==> src/rtl/demand_scheduler.sv <==
// -----------------------------------------------------------------------------
// demand_scheduler
//
// Front-end controller for the intersection light sequencer.
//   * Synchronises and debounces the three vehicle sensors and three
//     pedestrian pushbuttons, and latches pedestrian requests until served.
//   * Runs the millisecond chronometer used for phase timing.
//   * At each signal-cycle boundary (cycle_start) picks the timing table
//     A/B/C/D, so the table never changes in the middle of a cycle.
//
// Ports:
//   CLK             in   system clock (10 kHz)
//   reset_general   in   asynchronous active-low reset
//   enable_general  in   run enable
//   SNN, SNS, STH   in   raw vehicle sensors
//   PNN, PNS, PTH   in   raw pedestrian pushbuttons
//   reset_chrono    in   synchronous chronometer clear
//   cycle_start     in   one-CLK pulse on entry to phase 1
//   ped_served_N    in   Norton pedestrian phase given (clears ped_req_N)
//   ped_served_TH   in   Thevenin pedestrian phases given (clears ped_req_TH)
//   ms              out  milliseconds since last reset_chrono (saturating)
//   tabla           out  committed table A=00 B=01 C=10 D=11
//   tabla_valid     out  a table has been committed since enable
//   ped_req_N       out  latched Norton pedestrian request
//   ped_req_TH      out  latched Thevenin pedestrian request
//   sensors_db      out  debounced {SNN, SNS, STH}
// -----------------------------------------------------------------------------
module demand_scheduler #(
  parameter int unsigned TICKS_PER_MS  = 32'd10,
  parameter int unsigned DEBOUNCE_MS   = 32'd20,
  parameter int unsigned STARVE_CYCLES = 32'd3
) (
  input  logic        CLK,
  input  logic        reset_general,
  input  logic        enable_general,
  input  logic        SNN,
  input  logic        SNS,
  input  logic        STH,
  input  logic        PNN,
  input  logic        PNS,
  input  logic        PTH,
  input  logic        reset_chrono,
  input  logic        cycle_start,
  input  logic        ped_served_N,
  input  logic        ped_served_TH,
  output logic [31:0] ms,
  output logic [1:0]  tabla,
  output logic        tabla_valid,
  output logic        ped_req_N,
  output logic        ped_req_TH,
  output logic [2:0]  sensors_db
);

  // Debounce window in CLK cycles and counter widths.
  localparam int unsigned   DB_LIMIT   = DEBOUNCE_MS * TICKS_PER_MS;
  localparam int unsigned   CW         = $clog2(DB_LIMIT + 32'd1);
  localparam logic [CW-1:0] DB_LAST    = CW'(DB_LIMIT - 32'd1);
  localparam int unsigned   PW         = (TICKS_PER_MS > 32'd1) ? $clog2(TICKS_PER_MS) : 32'd1;
  localparam logic [PW-1:0] PRESC_LAST = PW'(TICKS_PER_MS - 32'd1);
  localparam int unsigned   SW         = $clog2(STARVE_CYCLES + 32'd1);
  localparam logic [SW-1:0] STARVE_MAX = SW'(STARVE_CYCLES);

  // Bit positions inside the conditioned input vector. The low three bits
  // line up with sensors_db = {SNN, SNS, STH}.
  localparam int IDX_STH = 0;
  localparam int IDX_SNS = 1;
  localparam int IDX_SNN = 2;
  localparam int IDX_PTH = 3;
  localparam int IDX_PNS = 4;
  localparam int IDX_PNN = 5;

  localparam logic [1:0] TAB_A = 2'b00;
  localparam logic [1:0] TAB_B = 2'b01;
  localparam logic [1:0] TAB_C = 2'b10;
  localparam logic [1:0] TAB_D = 2'b11;

  typedef enum logic [1:0] {
    S_IDLE   = 2'd0,
    S_ARMED  = 2'd1,
    S_COMMIT = 2'd2
  } state_e;

  // ---------------------------------------------------------------------------
  // Input conditioning
  // ---------------------------------------------------------------------------
  logic [5:0]    raw_s;
  logic [5:0]    sync1_q, sync1_d;
  logic [5:0]    sync2_q, sync2_d;
  logic [5:0]    db_q, db_d;
  logic [5:0]    rise_s;
  logic [CW-1:0] db_cnt_q [6];
  logic [CW-1:0] db_cnt_d [6];

  assign raw_s = {PNN, PNS, PTH, SNN, SNS, STH};

  // Two-flop synchroniser and per-input debounce counters; a debounced bit
  // only flips after DB_LIMIT consecutive cycles of disagreement.
  always_comb begin
    sync1_d = raw_s;
    sync2_d = sync1_q;
    db_d    = db_q;
    rise_s  = 6'b000000;
    for (int i = 0; i < 6; i++) begin
      db_cnt_d[i] = '0;
      if (sync2_q[i] == db_q[i]) begin
        db_cnt_d[i] = '0;
      end else if (db_cnt_q[i] == DB_LAST) begin
        db_d[i]     = ~db_q[i];
        db_cnt_d[i] = '0;
        // A flip from 0 is the debounced rising edge used by the latches.
        rise_s[i]   = ~db_q[i];
      end else begin
        db_cnt_d[i] = db_cnt_q[i] + CW'(32'd1);
      end
    end
  end

  // Conditioning registers; they run independently of enable_general.
  always_ff @(posedge CLK or negedge reset_general) begin
    if (!reset_general) begin
      sync1_q <= 6'b000000;
      sync2_q <= 6'b000000;
      db_q    <= 6'b000000;
      for (int i = 0; i < 6; i++) begin
        db_cnt_q[i] <= '0;
      end
    end else begin
      sync1_q <= sync1_d;
      sync2_q <= sync2_d;
      db_q    <= db_d;
      for (int i = 0; i < 6; i++) begin
        db_cnt_q[i] <= db_cnt_d[i];
      end
    end
  end

  // ---------------------------------------------------------------------------
  // Chronometer
  // ---------------------------------------------------------------------------
  logic [PW-1:0] presc_q, presc_d;
  logic [31:0]   ms_q, ms_d;

  // Prescaler and saturating millisecond counter; reset_chrono beats a tick.
  always_comb begin
    presc_d = presc_q;
    ms_d    = ms_q;
    if (reset_chrono) begin
      presc_d = '0;
      ms_d    = 32'd0;
    end else if (enable_general) begin
      if (presc_q == PRESC_LAST) begin
        presc_d = '0;
        if (ms_q != 32'hFFFF_FFFF) begin
          ms_d = ms_q + 32'd1;
        end else begin
          ms_d = ms_q;
        end
      end else begin
        presc_d = presc_q + PW'(32'd1);
        ms_d    = ms_q;
      end
    end else begin
      presc_d = presc_q;
      ms_d    = ms_q;
    end
  end

  // Chronometer registers.
  always_ff @(posedge CLK or negedge reset_general) begin
    if (!reset_general) begin
      presc_q <= '0;
      ms_q    <= 32'd0;
    end else begin
      presc_q <= presc_d;
      ms_q    <= ms_d;
    end
  end

  // ---------------------------------------------------------------------------
  // Pedestrian request latches
  // ---------------------------------------------------------------------------
  logic set_n_s, set_th_s;
  logic ped_req_n_q, ped_req_n_d;
  logic ped_req_th_q, ped_req_th_d;

  assign set_n_s  = rise_s[IDX_PNN] | rise_s[IDX_PNS];
  assign set_th_s = rise_s[IDX_PTH];

  // Set/clear latches; a new press outranks a serve in the same cycle and
  // both latches freeze while the block is disabled.
  always_comb begin
    ped_req_n_d  = ped_req_n_q;
    ped_req_th_d = ped_req_th_q;
    if (enable_general) begin
      if (set_n_s) begin
        ped_req_n_d = 1'b1;
      end else if (ped_served_N) begin
        ped_req_n_d = 1'b0;
      end else begin
        ped_req_n_d = ped_req_n_q;
      end
      if (set_th_s) begin
        ped_req_th_d = 1'b1;
      end else if (ped_served_TH) begin
        ped_req_th_d = 1'b0;
      end else begin
        ped_req_th_d = ped_req_th_q;
      end
    end else begin
      ped_req_n_d  = ped_req_n_q;
      ped_req_th_d = ped_req_th_q;
    end
  end

  // Pedestrian latch registers.
  always_ff @(posedge CLK or negedge reset_general) begin
    if (!reset_general) begin
      ped_req_n_q  <= 1'b0;
      ped_req_th_q <= 1'b0;
    end else begin
      ped_req_n_q  <= ped_req_n_d;
      ped_req_th_q <= ped_req_th_d;
    end
  end

  // ---------------------------------------------------------------------------
  // Control FSM and table commit
  // ---------------------------------------------------------------------------
  state_e        state_q, state_d;
  logic          commit_en_s;
  logic [1:0]    tabla_sel_s;
  logic [1:0]    tabla_q, tabla_d;
  logic          tabla_valid_q, tabla_valid_d;
  logic [SW-1:0] starve_q, starve_d;

  // FSM state register.
  always_ff @(posedge CLK or negedge reset_general) begin
    if (!reset_general) begin
      state_q <= S_IDLE;
    end else begin
      state_q <= state_d;
    end
  end

  // FSM next state; COMMIT lasts exactly one cycle so a cycle_start seen
  // there is dropped.
  always_comb begin
    state_d = state_q;
    if (!enable_general) begin
      state_d = S_IDLE;
    end else begin
      case (state_q)
        S_IDLE:   state_d = S_ARMED;
        S_ARMED: begin
          if (cycle_start) begin
            state_d = S_COMMIT;
          end else begin
            state_d = S_ARMED;
          end
        end
        S_COMMIT: state_d = S_ARMED;
        default:  state_d = S_IDLE;
      endcase
    end
  end

  // FSM outputs: commit strobe and the table chosen from the values held
  // during the COMMIT cycle.
  always_comb begin
    commit_en_s = (state_q == S_COMMIT) && enable_general;
    tabla_sel_s = TAB_A;
    if (ped_req_n_q || ped_req_th_q) begin
      tabla_sel_s = TAB_A;
    end else if (starve_q == STARVE_MAX) begin
      tabla_sel_s = TAB_A;
    end else begin
      case (db_q[IDX_SNN:IDX_STH])
        3'b001:  tabla_sel_s = TAB_B;
        3'b100:  tabla_sel_s = TAB_C;
        3'b010:  tabla_sel_s = TAB_D;
        default: tabla_sel_s = TAB_A;
      endcase
    end
  end

  // Commit datapath: table, valid flag and starvation counter.
  always_comb begin
    tabla_d       = tabla_q;
    tabla_valid_d = tabla_valid_q;
    starve_d      = starve_q;
    if (!enable_general) begin
      tabla_valid_d = 1'b0;
    end else if (commit_en_s) begin
      tabla_d       = tabla_sel_s;
      tabla_valid_d = 1'b1;
      if (tabla_sel_s == TAB_A) begin
        starve_d = '0;
      end else if (starve_q != STARVE_MAX) begin
        starve_d = starve_q + SW'(32'd1);
      end else begin
        starve_d = starve_q;
      end
    end else begin
      tabla_d       = tabla_q;
      tabla_valid_d = tabla_valid_q;
    end
  end

  // Commit registers.
  always_ff @(posedge CLK or negedge reset_general) begin
    if (!reset_general) begin
      tabla_q       <= TAB_A;
      tabla_valid_q <= 1'b0;
      starve_q      <= '0;
    end else begin
      tabla_q       <= tabla_d;
      tabla_valid_q <= tabla_valid_d;
      starve_q      <= starve_d;
    end
  end

  assign ms          = ms_q;
  assign tabla       = tabla_q;
  assign tabla_valid = tabla_valid_q;
  assign ped_req_N   = ped_req_n_q;
  assign ped_req_TH  = ped_req_th_q;
  assign sensors_db  = db_q[IDX_SNN:IDX_STH];

endmodule

==> config.mk <==
export PLATFORM = sky130hd
export DESIGN_NAME = demand_scheduler
export DESIGN_NICKNAME = d
export VERILOG_FILES = /design/src/rtl/demand_scheduler.sv
export SDC_FILE = /design/constraint.sdc
export NUM_CORES = 1
export LEC_CHECK = 0
export ABC_CLOCK_PERIOD_IN_PS = 2700
export CORE_UTILIZATION = 30
export CTS_CLUSTER_SIZE = 8
export DETAILED_ROUTE_END_ITERATION = 10
export GPL_TIMING_DRIVEN = 1
export PLACE_DENSITY = 0.52
export RECOVER_POWER = 25
export SYNTH_ARGS = -nofsm -noshare
export SYNTH_HDL_FRONTEND = slang
export SYNTH_SLANG_ARGS = --single-unit
==> constraint.sdc <==
create_clock -name CLK -period 2.7 [get_ports CLK]
set_input_delay 0.54 -clock CLK [delete_from_list [all_inputs] [get_ports CLK]]
set_output_delay 0.54 -clock CLK [all_outputs]
set_load 0.05 [all_outputs]
### Word level (Yosys, flattened, before mapping)

Cells that the tools add are included.

| operators by class | value |
|---|---|
| add/subtract/negate cells | 9 |
| equality and inequality tests | 22 |
| mux-type cells | 39 |
| bitwise operators | 13 |
| reductions and logical operators | 22 |

Operators by type and width:

| cell | count |
|---|---|
| 32-bit 2-to-1 mux | 4 |
| 8-bit 2-to-1 mux | 12 |
| 8-bit by 1-bit adder with 8-bit output (second input constant) | 6 |
| 8-bit equality test (second input constant) | 6 |
| 32-bit by 1-bit adder with 32-bit output (second input constant) | 1 |
| 32-bit != test (second input constant) | 1 |
| 2-bit AND reduction | 9 |
| 1-bit 2-to-1 mux | 12 |
| 2-bit 2-to-1 mux | 6 |
| 4-bit 2-to-1 mux | 3 |
| 1-bit inverter | 12 |
| 2-bit nonzero test | 6 |
| 1-bit equality test | 6 |
| 2-bit case mux with 3 select lines | 1 |
| 3-bit AND reduction | 2 |
| 4-bit by 1-bit adder with 4-bit output (second input constant) | 1 |
| 2-bit equality test (second input constant) | 2 |
| 4-bit equality test (second input constant) | 1 |
| 2-bit logical NOT | 2 |
| 2-bit case mux with 2 select lines | 1 |
| 3-bit by 1-bit equality test with 1-bit output (second input constant) | 1 |
| 3-bit by 2-bit equality test with 1-bit output (second input constant) | 1 |
| 3-bit equality test (second input constant) | 1 |
| 2-bit by 1-bit adder with 2-bit output (second input constant) | 1 |
| other kinds (7) | 7 |

| word-level totals | value |
|---|---|
| register bits after elaboration | 111 |
| output and inout port bits | 40 |

### Depth between registers and ports, before layout

Gate-level depths: netlist of run 1.

| depth | value |
|---|---|
| depth after elaboration | 7 |
| mapped depth | 8 |
| depth with buffers taken out | 7 |

### Worst setup path after synthesis of run 1

OpenSTA, ideal clock, no wires.

| path | value |
|---|---|
| path kind | reg2reg |
| start | register ms_q[0] (netlist: ms[0]) |
| end | register ms_q[24] (netlist: ms[24]) |
| library setup time | 0.119 ns |
| arrival | 2.100 ns |
| path slack | 0.481 ns |
| cell stages (with the launch flop) | 8 |
| buffers on the path | 1 |
| clock period less this slack | 2.219 ns |
| cell sequence | dfrtp_1 ha_1 and3_1 o211ai_4 a211o_2 buf_6 o31a_1 o21a_1 |

| on the way | value |
|---|---|
| cells in the longest elaborated chain, start to end | 5 |
| elaborated cells between the ends (all ways) | 8 |
| those cells by class | 1 x add/sub; 1 x eq/ne; 4 x mux; 2 x reduce/logical |

Ends and longest elaborated chain:

| element | line | text |
|---|---|---|
| start, declared | 141 | `logic [31:0] ms_q, ms_d;` |
| start signal, assigned | 175 | `ms_q <= ms_d;` |
| 32-bit by 1-bit adder with 32-bit output | 154 | `ms_d = ms_q + 32'd1;` |
| 32-bit 2-to-1 mux | 153 | `if (ms_q != 32'hFFFF_FFFF) begin` |
| 32-bit 2-to-1 mux | 151 | `if (presc_q == PRESC_LAST) begin` |
| 32-bit 2-to-1 mux | 150 | `end else if (enable_general) begin` |
| 32-bit 2-to-1 mux | 147 | `if (reset_chrono) begin` |

Several ways; a longest one is shown, not always the timed one. The select of a mux whose other input is x is not followed.
A chain may end at the register's enable or synchronous reset.

### Final worst setup path of run 1

| path | value |
|---|---|
| start | register ms_q[8] (netlist: ms[8]) |
| end | output port ms[8] |

RTL lines:

| element | line | text |
|---|---|---|
| end, declared | 46 | `output logic [31:0] ms,` |

No word-level cell between the ends.

==> metrics.log, run 1 <==
[metrics] result of the run: finished, violations left
[metrics] failing checks: capacitance limit, slew limit
[metrics] setup violation total in the final timing report: 0
[metrics] largest stage delay on the critical path: 0.88 ns
[metrics] cell count of the worst reg-to-reg path: 7
[metrics] share of post-route cells with drive strength above 1: 8.16%
[metrics] number of I/O port buffers: 52
[metrics] initial standard-cell utilization of the core: 31.2%
[metrics] count of cells resized by post-cts repair: 0
[metrics] DIE AREA: 0.0180 mm2
[metrics] routed metal-1 wire length: 5.16 mm
[metrics] sequential element share of the synthesized area: 53.0%
[metrics] CTS Hold Bufs: 0
[metrics] dominant cell by count in the synthesized netlist: sky130_fd_sc_hd__dfrtp_1
[metrics] drt wl/cell: 13.6 um
[metrics] Clock Pin Slew Worst Setup and Hold Paths: 0.07 ns
[metrics] sequential cell area: 0.00278 mm2
[metrics] total met3 wirelength after detailed routing: 530 um
[metrics] syn_area_per_cell: 10.3 um2
[metrics] I/O pin count: 53
[metrics] peak ir drop on the vdd network: 0.000318 V
[metrics] deepest clock path buffer count: 2
[metrics] wire length of the first global-routing pass: 18.2 mm
[metrics] number of violations of the max-capacitance limit: 1
[metrics] Crit. End Element: primary output
[metrics] final hold viol count: 0
[metrics] highest routing layer actually used: met4
[metrics] final WL: 10.7 mm
[metrics] unrepaired setup endpoints after global routing: false
[metrics] horizontal die dimension: 134 um
[metrics] final-report max-slew violation count: 36
[metrics] leakage dissipation: 0.00264 uW
[metrics] initial DRC count: 160
[metrics] nets@finish: 582
[metrics] initial antenna violation count: 0
[metrics] top cell type's share of synthesized area: 53.0%
[metrics] worst setup path startpoint: ms[8]
[metrics] tightest slew margin relative to the limit: -43.9%
[metrics] clock net sink count: 111
[metrics] post-synth design cell area: 0.00524 mm2
[metrics] post-detailed-route via-to-cell ratio: 4.98
[metrics] Crit path required time: 2.16 ns
[metrics] Tcrit/Tclk final: 84.8%
[metrics] synth-to-layout area growth: 20.0%
[metrics] critical path depth in cells: 1
[metrics] maximum number of pins on one net before global-route repair: 43
[metrics] TritonCTS clock tree: yes
[metrics] chip height: 134 um
[metrics] clock latency at the later pin of the worst-skew pair: 0.35 ns
[metrics] top cells by area in the synthesized netlist: sky130_fd_sc_hd__dfrtp_1, sky130_fd_sc_hd__nor2_1, sky130_fd_sc_hd__xor2_1
[metrics] cell with the largest stage delay on the worst path: sky130_fd_sc_hd__clkdlybuf4s50_1
[metrics] CP Max Fanout: 7
[metrics] Yosys warnings: 0
[metrics] total of flip-flops plus latches after synthesis: 111
[metrics] number of global-route vias before repair: 3809
[metrics] row count: 47
[metrics] core box area: 0.0168 mm2
[metrics] Hold Worst Slack: 0.355 ns
[metrics] all-layer global routing usage: 12.8%
[metrics] total gr overflow: 0
[metrics] start-to-end type of the worst setup path: reg2out
[metrics] Crit path max-delay family: buffers and inverters
[metrics] CTS buffer count: 9
[metrics] launch instance of the worst register-to-register path: presc_q[1]
[metrics] number of detailed-routing iterations run before antenna repair: 5
[metrics] number of flops mapped to enable cells by yosys: 0
[metrics] Final min period: 2.29 ns
[metrics] detailed-placement wirelength estimate: 7.51 mm
[metrics] number of H-tree levels: 3
[metrics] Worst R2R Setup Slack: 0.53 ns
[metrics] wire length on met2: 4.89 mm
[metrics] worst path buffer plus inverter count: 1
[metrics] area of the multi-input gates: 0.00229 mm2
[metrics] number of different library cells in the post-synthesis netlist: 54
[metrics] postcts setup bufs: 0
[metrics] element type at the critical path start: flop
[metrics] power per cell area: 506 mW/mm2
[metrics] type of the worst min-delay path: reg2reg
[metrics] signal arrival time at the worst endpoint: 1.75 ns
[metrics] Clk Tree Root Cell: sky130_fd_sc_hd__clkbuf_16
[metrics] flip-flop cell with the highest count after synthesis: sky130_fd_sc_hd__dfrtp_1
[metrics] critical path endpoint: ms[8]
[metrics] detailed-route via count: 3901
[metrics] actual transition at the worst max-transition pin: 2.16 ns
[metrics] critical register-to-register path endpoint: ms[31]
[metrics] instance count of the mapped netlist: 508
[metrics] cell chain of the critical path: clkdlybuf4s50_1
[metrics] fillers: 1657
[metrics] maximum clock skew at final layout: 0.00763 ns
[metrics] largest area contributor in the netlist: sky130_fd_sc_hd__dfrtp_1
[metrics] DRC violation count after routing: 0
[metrics] Synth top cells by count: sky130_fd_sc_hd__dfrtp_1, sky130_fd_sc_hd__nor2_1, sky130_fd_sc_hd__nand3_1
[metrics] maximum frequency from static timing analysis: 437 MHz
[metrics] Synth async-reset ratio: 100%
[metrics] nets in the synthesized netlist: 531
[metrics] Sum Neg Setup Slack: 0 ns
[metrics] number of nets with antenna violations after routing: 0
[metrics] GPL Wtd Cong: 0.770
[metrics] # diodes: 0
logic make-up (layout without fill, tap and decap cells):
kind of cell | count (synthesis) | in the layout | share of synthesized area (%)
AND/OR/NAND/NOR | 221 | 221 | 21.8
flip-flops | 111 | 111 | 53.0
AO/OA/AOI/OAI | 79 | 79 | 10.2
XOR/XNOR | 46 | 46 | 7.68
buffers and inverters | 34 | 90 | 3.41
adder cells (fa/ha/maj) | 10 | 10 | 2.39
multiplexers | 7 | 7 | 1.50
how the worst min path moves through the flow:
stage | startpoint | to | slack, ns | cells past startpoint
after floorplan | reset_general | db_cnt_q[0] | 0.24 | 0
after global placement | sync1_q[5] | sync2_q[5] | 0.34 | 0
after detailed placement | sync1_q[1] | sync2_q[1] | 0.34 | 0
after CTS | reset_general | db_cnt_q[42] | 0.17 | 1
after global routing | sync1_q[3] | sync2_q[3] | 0.37 | 0
final | sync1_q[2] | sync2_q[2] | 0.36 | 0
sequential cells by signal (all words and copies together) (netlist names):
| register | cells |
|---|---|
| presc_q | 4 |
| tabla | 2 |
| sync1_q | 6 |
| starve_q | 2 |
| ms | 32 |
| db_q | 6 |
| tabla_valid | 1 |
| sync2_q | 6 |
| state_q | 2 |
| ped_req_N | 1 |
| ped_req_TH | 1 |
| db_cnt_q | 48 |
worst register-to-register path, stage by stage (launching register included):
cell                        delay (ns)
sky130_fd_sc_hd__dfrtp_1          0.42
sky130_fd_sc_hd__inv_1            0.07
sky130_fd_sc_hd__ha_1             0.17
sky130_fd_sc_hd__and4b_2          0.36
sky130_fd_sc_hd__o2111ai_4        0.14
sky130_fd_sc_hd__a31o_4           0.29
sky130_fd_sc_hd__or4_1            0.47
sky130_fd_sc_hd__a21oi_1          0.17
layout by cell type (no fill, tap or decap), types with 6 or more instances in the layout:
cell type                           n
sky130_fd_sc_hd__xor2_1            27
sky130_fd_sc_hd__nand3_1           34
sky130_fd_sc_hd__a21oi_1           25
sky130_fd_sc_hd__nor2_1            65
sky130_fd_sc_hd__o21ai_0           18
sky130_fd_sc_hd__nand4_1           12
sky130_fd_sc_hd__dlygate4sd3_1      6
sky130_fd_sc_hd__mux2_2             6
sky130_fd_sc_hd__clkbuf_16          9
sky130_fd_sc_hd__or3_1             12
sky130_fd_sc_hd__nand2_1           30
sky130_fd_sc_hd__nor4_1             9
sky130_fd_sc_hd__or4_1             10
sky130_fd_sc_hd__xnor2_1           19
sky130_fd_sc_hd__or2_2              7
sky130_fd_sc_hd__ha_1              10
sky130_fd_sc_hd__dfrtp_1          111
sky130_fd_sc_hd__and3_1            17
sky130_fd_sc_hd__clkdlybuf4s50_1   45
sky130_fd_sc_hd__inv_1             13
sky130_fd_sc_hd__o31ai_1           10
power breakdown:
part           internal [uW]  switching, uW  total [uW]
logic                   76.9            123         200
clock network            632            612        1240
registers               1700           34.7        1740
total                   2410            770        3180
metrics by stage:
step                worst slack [ns]  power, uW  instance area, um2  utilization [%]  instances
finish                         0.412       3180                6290             37.4        784
global route                   0.224       3330                6290             37.4        784
CTS                            0.383       3240                6300             37.4        784
detailed placement            0.0780       1980                6020             35.8        768
global placement               0.101       1970                6020             35.8        768
floorplan                      0.481       1870                5240                -        508
per-layer routing:
layer | track usage (%) | vias up
met2 | 19.9 | 84
li1 | - | 1908
met3 | 4.16 | 8
met5 | 0 | -
met4 | 3.37 | 0
met1 | 16.9 | 1901
area by class of cell:
class                      count  area share [%]
sequential                   111            44.1
inverter                      13           0.775
tap                          220            4.37
clock buffer                  10            3.64
clock inverter                 6           0.696
timing repair buffer          61            10.0
multi-input combinational    363            36.3
(Power assumes the default switching activity.)
==> inputs of run 2 (changes only) <==
--- a/config.mk
+++ b/config.mk
@@ -5,12 +5,12 @@
 export SDC_FILE = /design/constraint.sdc
 export NUM_CORES = 1
 export LEC_CHECK = 0
-export ABC_CLOCK_PERIOD_IN_PS = 2700
+export ABC_CLOCK_PERIOD_IN_PS = 1840
 export CORE_UTILIZATION = 30
 export CTS_CLUSTER_SIZE = 8
 export DETAILED_ROUTE_END_ITERATION = 10
 export GPL_TIMING_DRIVEN = 1
-export PLACE_DENSITY = 0.52
+export PLACE_DENSITY = 0.54
 export RECOVER_POWER = 25
 export SYNTH_ARGS = -nofsm -noshare
 export SYNTH_HDL_FRONTEND = slang
==> constraint.sdc (replaced) <==
create_clock -name CLK -period 1.84 [get_ports CLK]
set_input_delay 0.368 -clock CLK [delete_from_list [all_inputs] [get_ports CLK]]
set_output_delay 0.368 -clock CLK [all_outputs]
set_load 0.05 [all_outputs]
==> run 2 against run 1 <==
Against the previous run: core utilization increased by 3.9 points; via count increased by 5.3%; power increased by 51%; sequential share of layout area decreased by 3.6 points; critical endpoint is now ms[29]; highest routed layer unchanged; the run ends with setup timing left; clock skew about the same.
==> metrics.log, run 2 (synthesized netlist as in run 1, its figures left out) <==
[metrics] result of the run: finished, violations left
[metrics] failing checks: setup timing
[metrics] final hold viol count: 0
[metrics] maximum frequency from static timing analysis: 501 MHz
[metrics] TritonCTS clock tree: yes
[metrics] leading cell types in the layout, fill and taps excluded: sky130_fd_sc_hd__buf_4, sky130_fd_sc_hd__dfrtp_1, sky130_fd_sc_hd__nor2_1
[metrics] deepest clock path buffer count: 2
[metrics] CTS buffer count: 9
[metrics] synth-to-layout area growth: 32.4%
[metrics] Worst R2R Setup Slack: -0.16 ns
[metrics] start-to-end type of the worst setup path: reg2reg
[metrics] power per cell area: 692 mW/mm2
[metrics] startpoint of the most critical hold path: sync1_q[3]
[metrics] actual transition at the worst max-transition pin: 0.666 ns
[metrics] highest-utilization routing layer at the global route stage: met2
[metrics] Sum Neg Setup Slack: -2.21 ns
[metrics] drt wl/cell: 13.7 um
[metrics] depth of the worst hold-timing path: 0
[metrics] wire length of the first global-routing pass: 19.7 mm
[metrics] number of violations of the max-capacitance limit: 0
[metrics] sequential cell area: 0.00282 mm2
[metrics] leakage dissipation: 0.00305 uW
[metrics] DIE AREA: 0.0180 mm2
[metrics] nets@finish: 651
[metrics] total gr overflow: 0
[metrics] row count: 47
[metrics] Clock Pin Slew Worst Setup and Hold Paths: 0.08 ns
[metrics] worst hold path endpoint: sync2_q[3]
[metrics] Tcrit/Tclk final: 109%
[metrics] element type at the critical path start: flop
[metrics] number of I/O port buffers: 52
[metrics] launch instance of the worst register-to-register path: presc_q[1]
[metrics] share of post-route cells with drive strength above 1: 34.4%
[metrics] number of detailed-routing iterations run before antenna repair: 4
[metrics] clock latency at the later pin of the worst-skew pair: 0.36 ns
[metrics] fillers: 1673
[metrics] maximum clock skew at final layout: 0.00763 ns
[metrics] number of global-route vias before repair: 4183
[metrics] horizontal die dimension: 134 um
[metrics] I/O pin count: 53
[metrics] Crit. End Element: flop
[metrics] met2 layer usage reported by global route: 22.0%
[metrics] post-layout utilization of the core: 41.3%
[metrics] core box area: 0.0168 mm2
[metrics] # diodes: 0
[metrics] Crit path required time: 2.13 ns
[metrics] Clk Tree Root Cell: sky130_fd_sc_hd__clkbuf_16
[metrics] Final min period: 2.00 ns
[metrics] number of H-tree levels: 3
[metrics] type of the worst min-delay path: reg2reg
[metrics] DRC violation count after routing: 0
[metrics] Worst Setup Slack, final: -0.157 ns
[metrics] number of nets with antenna violations after routing: 0
[metrics] most common cell after layout, fill and taps aside: sky130_fd_sc_hd__buf_4
[metrics] critical register-to-register path endpoint: ms[29]
[metrics] chip height: 134 um
[metrics] clock net sink count: 111
[metrics] largest reg by FF count: db_cnt_q
[metrics] Largest register FFs: 48
[metrics] CP Max Fanout: 5
[metrics] detailed-route via count: 4108
[metrics] met3 demand-to-capacity share in global routing: 4.65%
[metrics] signal arrival time at the worst endpoint: 2.28 ns
[metrics] area of the multi-input gates: 0.00247 mm2
[metrics] initial antenna violation count: 0
[metrics] unrepaired setup endpoints after global routing: true
[metrics] final WL: 11.7 mm
[metrics] initial standard-cell utilization of the core: 31.2%
[metrics] detailed-placement wirelength estimate: 8.34 mm
[metrics] final-report max-slew violation count: 0
[metrics] initial DRC count: 140
[metrics] cell count of the worst reg-to-reg path: 7
[metrics] peak ir drop on the vdd network: 0.000458 V
[metrics] tightest slew margin relative to the limit: 55.6%
[metrics] all-layer global routing usage: 13.8%
[metrics] maximum number of pins on one net before global-route repair: 41
[metrics] GPL Wtd Cong: 0.780
[metrics] post-detailed-route via-to-cell ratio: 4.82
[metrics] global-route track usage on met1: 17.7%
[metrics] setup violation total in the final timing report: 25
[run 2: cell count changes in the layout (fill, tap and decap cells not counted), sizes merged]
cell / previous run / this run
inv: 15 / 16
clkdlybuf4s50: 45 / 5
clkinvlp: 1 / 2
dlygate4sd3: 6 / 7
buf: 9 / 115
clkbuf: 11 / 12
a211o: 1 / 2
clkinv: 3 / 1
[run 2: how the worst max path moves through the flow]
| stage | startpoint | end | slack (ns) |
|---|---|---|---|
| 2_1_floorplan | ms[16] | ms[24] | -0.19 |
| 3_3_place_gp | enable_general | ms[28] | -0.53 |
| 3_5_place_dp | enable_general | ms[28] | -0.54 |
| 4_1_cts | presc_q[1] | ms[29] | -0.17 |
| 5_1_grt | presc_q[1] | ms[29] | -0.23 |
| 6_report | presc_q[1] | ms[29] | -0.16 |
[run 2: power breakdown]
group / internal [uW] / switching, uW / leakage (uW) / total (uW)
registers: 2500 / 44.4 / 0.00145 / 2540
clock network: 974 / 947 / 0.000136 / 1920
logic: 138 / 205 / 0.00146 / 343
total: 3610 / 1200 / 0.00305 / 4810
[run 2: critical path: stages, from the launching register on]
cell	delay [ns]
sky130_fd_sc_hd__dfrtp_1	0.38
sky130_fd_sc_hd__inv_1	0.06
sky130_fd_sc_hd__ha_2	0.18
sky130_fd_sc_hd__and4b_2	0.32
sky130_fd_sc_hd__o2111ai_4	0.14
sky130_fd_sc_hd__a31o_4	0.25
sky130_fd_sc_hd__or4_4	0.48
sky130_fd_sc_hd__a21oi_2	0.13
[run 2: repair_timing]
action / CTS / global route
pin swaps: 13 / 3
setup buffers: 2 / 2
endpoints found under the setup margin: 27 / 28
gates resized for setup: 14 / 20
endpoints found under the hold margin: 20 / 0
cloned: 1 / 0
hold buffers: 1 / 0
[run 2: layout make-up]
class / instances / share of cell area (%)
clock buffers: 10 / 3.44
multi-input cells: 364 / 35.6
repair buffers: 129 / 15.0
clock inverters: 6 / 0.721
well taps: 220 / 3.96
flip-flops and latches: 111 / 40.6
inverters: 13 / 0.703
[run 2: layer usage]
metal  vias to the layer above  share of wire, %
met4                         0               1.2
li1                       2046                 -
met3                        10               4.4
met2                        59                47
met5                         -                 0
met1                      1993                47
[run 2: metrics by stage]
step,worst slack [ns],std cells,hold slack (ns),total power (uW),instance area (um2)
after floorplan,-0.186,508,0.0724,2760,5330
after global placement,-0.528,831,0.307,2930,6460
after CTS,-0.174,851,0.352,4890,6840
after global routing,-0.230,853,0.359,5040,6940
final,-0.157,853,0.351,4810,6940
after detailed placement,-0.536,831,0.311,2940,6460
==> inputs of run 3 (changes only) <==
--- a/config.mk
+++ b/config.mk
@@ -6,6 +6,7 @@
 export NUM_CORES = 1
 export LEC_CHECK = 0
 export ABC_CLOCK_PERIOD_IN_PS = 1840
+export CAP_MARGIN = 40
 export CORE_UTILIZATION = 30
 export CTS_CLUSTER_SIZE = 8
 export DETAILED_ROUTE_END_ITERATION = 10
==> results of run 3 <==
The final DEF is identical to that of run 2; final timing and power are the same.
==> edit, RTL diff (settings of run 2) <==
Put a register stage on the output `sensors_db`, without a reset. The value now appears one clock later. The other outputs are not delayed to match.
--- a/src/rtl/demand_scheduler.sv
+++ b/src/rtl/demand_scheduler.sv
@@ -326,3 +326,5 @@
   assign ped_req_TH  = ped_req_th_q;
-  assign sensors_db  = db_q[IDX_SNN:IDX_STH];
+  always_ff @(posedge CLK) begin
+    sensors_db <= db_q[IDX_SNN:IDX_STH];
+  end
 
Function: same outputs for any inputs over 10 cycles, from zero or initial values and one cycle with reset_general low; that may be too few to reach the edited logic, so the function may still have changed.
==> edit against run 2 <==
The run still ends with negative setup slack left; synthesized area rose by 1.6%; sequential share of layout area fell by 2.3 points; routed wire length rose by 8.0%; sequential cell count rose by 3; global-route usage rose by 0.97 points; setup slack improved by 38 ps; final area rose by 8.3%; total power rose by 29%; via count rose by 4.9%.
==> edit: results (changes against run 2) <==
----------------------------------------------------
[Run status]
  Status ... finished with violations
  Violated checks ... negative setup slack

[CTS]
  Later-pin clock latency in the skew report ... 410 ps (+50 ps)
  Total number of H-tree levels ... 4 (+1)
  Total clock buffers created by CTS ... 17 (+8)
  Clock input transition at the sequential cells of the worst setup and hold paths ... 50 ps (-30 ps)

[Global route]
  Global-route usage over all layers ... 14.8% (+0.97 points)
  Global-route wire length before repair ... 21000 um (+6.5%)

[Worst setup path]
  Crit path largest cell delay ... 460 ps (-20 ps)
  Highest-delay cell along the critical path ... sky130_fd_sc_hd__or4_1

[STA]
  Crit path setup slack, layout ... -119 ps (+38.1 ps)
  Setup violation total in the final timing report ... 25 (unchanged)
  Setup TNS ... -1820 ps (+384 ps)
  Max transition margin ... 60.3% (+4.8 points)
  Clock skew ... 19.1 ps (+11.5 ps)

[Synthesis]
  Total nets after synthesis ... 537 (+1.1%)
  Main area contributors after synthesis ... sky130_fd_sc_hd__dfrtp_1, sky130_fd_sc_hd__nor2_1, sky130_fd_sc_hd__xor2_1, sky130_fd_sc_hd__xnor2_1, sky130_fd_sc_hd__nand3_1
  Async set-or-reset flop fraction in the synthesized netlist ... 97.4% (-2.6 points)
  Fraction of the yosys area taken by sequential cells ... 53.3% (+0.31 points)
  Top post-synthesis cells by count ... sky130_fd_sc_hd__dfrtp_1, sky130_fd_sc_hd__nor2_1, sky130_fd_sc_hd__nand3_1
  Number of unique standard cell types used by synthesis ... 53 (-1.9%)

[Placed design]
  Half-perimeter wire length after placement ... 8800 um (+5.5%)
  GPL Wtd Cong ... 0.815 (+4.5%)
  DP Area ... 0.00671 mm2 (+3.8%)
  Placement Setup Slack ... -412 ps (+124 ps)

[Cells and area]
  Net count, final ... 687 (+5.5%)
  Fraction of final layout cells with drive strength greater than 1 ... 36.0% (+1.6 points)

[Drt]
  Via count normalized by instance count ... 4.78 (-0.78%)
  Routed WL per cell ... 14.0 um (+2.1%)
  Detailed Route Iter0 Violations ... 213 (+52%)

[Power and ir drop]
  Maximum resistive drop on vdd ... 0.000642 V (+40%)
  Leakage ... 3.40 nW (+11%)

----------------------------------------------------
-- edit: cells by family (layout without fill, tap and decap cells) --
logic type	Yosys count	after routing	share of synthesized area (%)
DFF	114	114	53.3
buffers and inverters	30	193	2.23
adders and majority gates	10	10	2.35
AOI/OAI and AO/OA	65	65	8.53
and+or+nand+nor	235	235	23.4
muxes	8	8	1.67
xor gates and xnor gates	52	52	8.55
-- edit: critical path: cells and delay by family (launching register included) --
family	cells	cell delay, ps
AOI/OAI and AO/OA	2	230
adders and majority gates	1	180
buffers and inverters	2	220
DFF	1	370
and+or+nand+nor	3	880
-- edit: worst paths after layout --
path / to / cells past startpoint / start
worst max-delay path: ms[15]$_DFFE_PN0P_ / 8 / presc_q[1]$_DFFE_PN0P_
worst min-delay path: sync2_q[2]$_DFF_PN0_ / 0 / sync1_q[2]$_DFF_PN0_
worst max register to register: ms[15]$_DFFE_PN0P_ / 8 / presc_q[1]$_DFFE_PN0P_
worst min register to register: sync2_q[2]$_DFF_PN0_ / 0 / sync1_q[2]$_DFF_PN0_
max in group asynchronous: ms[24]$_DFFE_PN0P_ / 3 / reset_general
min in group asynchronous: db_cnt_q[47]$_DFF_PN0_ / 2 / reset_general
-- edit: final cells by class --
cell class                      count  area (um2)
Tap cell                          225         282
Inverter                           13        48.8
Fill cell                        1644        9780
Timing Repair Buffer              148        1160
Clock buffer                       23         478
Sequential cell                   114        2880
Multi-Input combinational cell    370        2560
Clock inverter                      9         105
-- edit: where the power goes --
group / switching, mW / leakage, nW / internal, mW
logic: 0.209 / 1.64 / 0.157
clock network: 1.13 / 0.287 / 2.09
registers: 0.0436 / 1.47 / 2.57
-- edit: per-stage QoR --
step | util, % | hold slack (ps) | std cells
final | 43.5 | 346 | 902
after global routing | 43.5 | 351 | 902
after CTS | 43.1 | 348 | 899
after detailed placement | 38.8 | 305 | 857
after global placement | 38.8 | 303 | 857
after floorplan | - | 72.4 | 514
-- edit: repair_timing --
action | in CTS | in global routing
resized for setup | 24 | 15
hold endpoints to repair | 20 | 0
pin swaps | 18 | 11
setup buffers | 8 | 2
cloned | 1 | 1
endpoints found under the setup margin | 31 | 30
hold buffers | 1 | 0
-- edit: per-layer routing --
layer / track usage, % / share of wire [%]
met5: 0 / 0
met4: 5.74 / 1.6
met3: 3.63 / 3.2
met2: 23.4 / 48
met1: 19.4 / 47
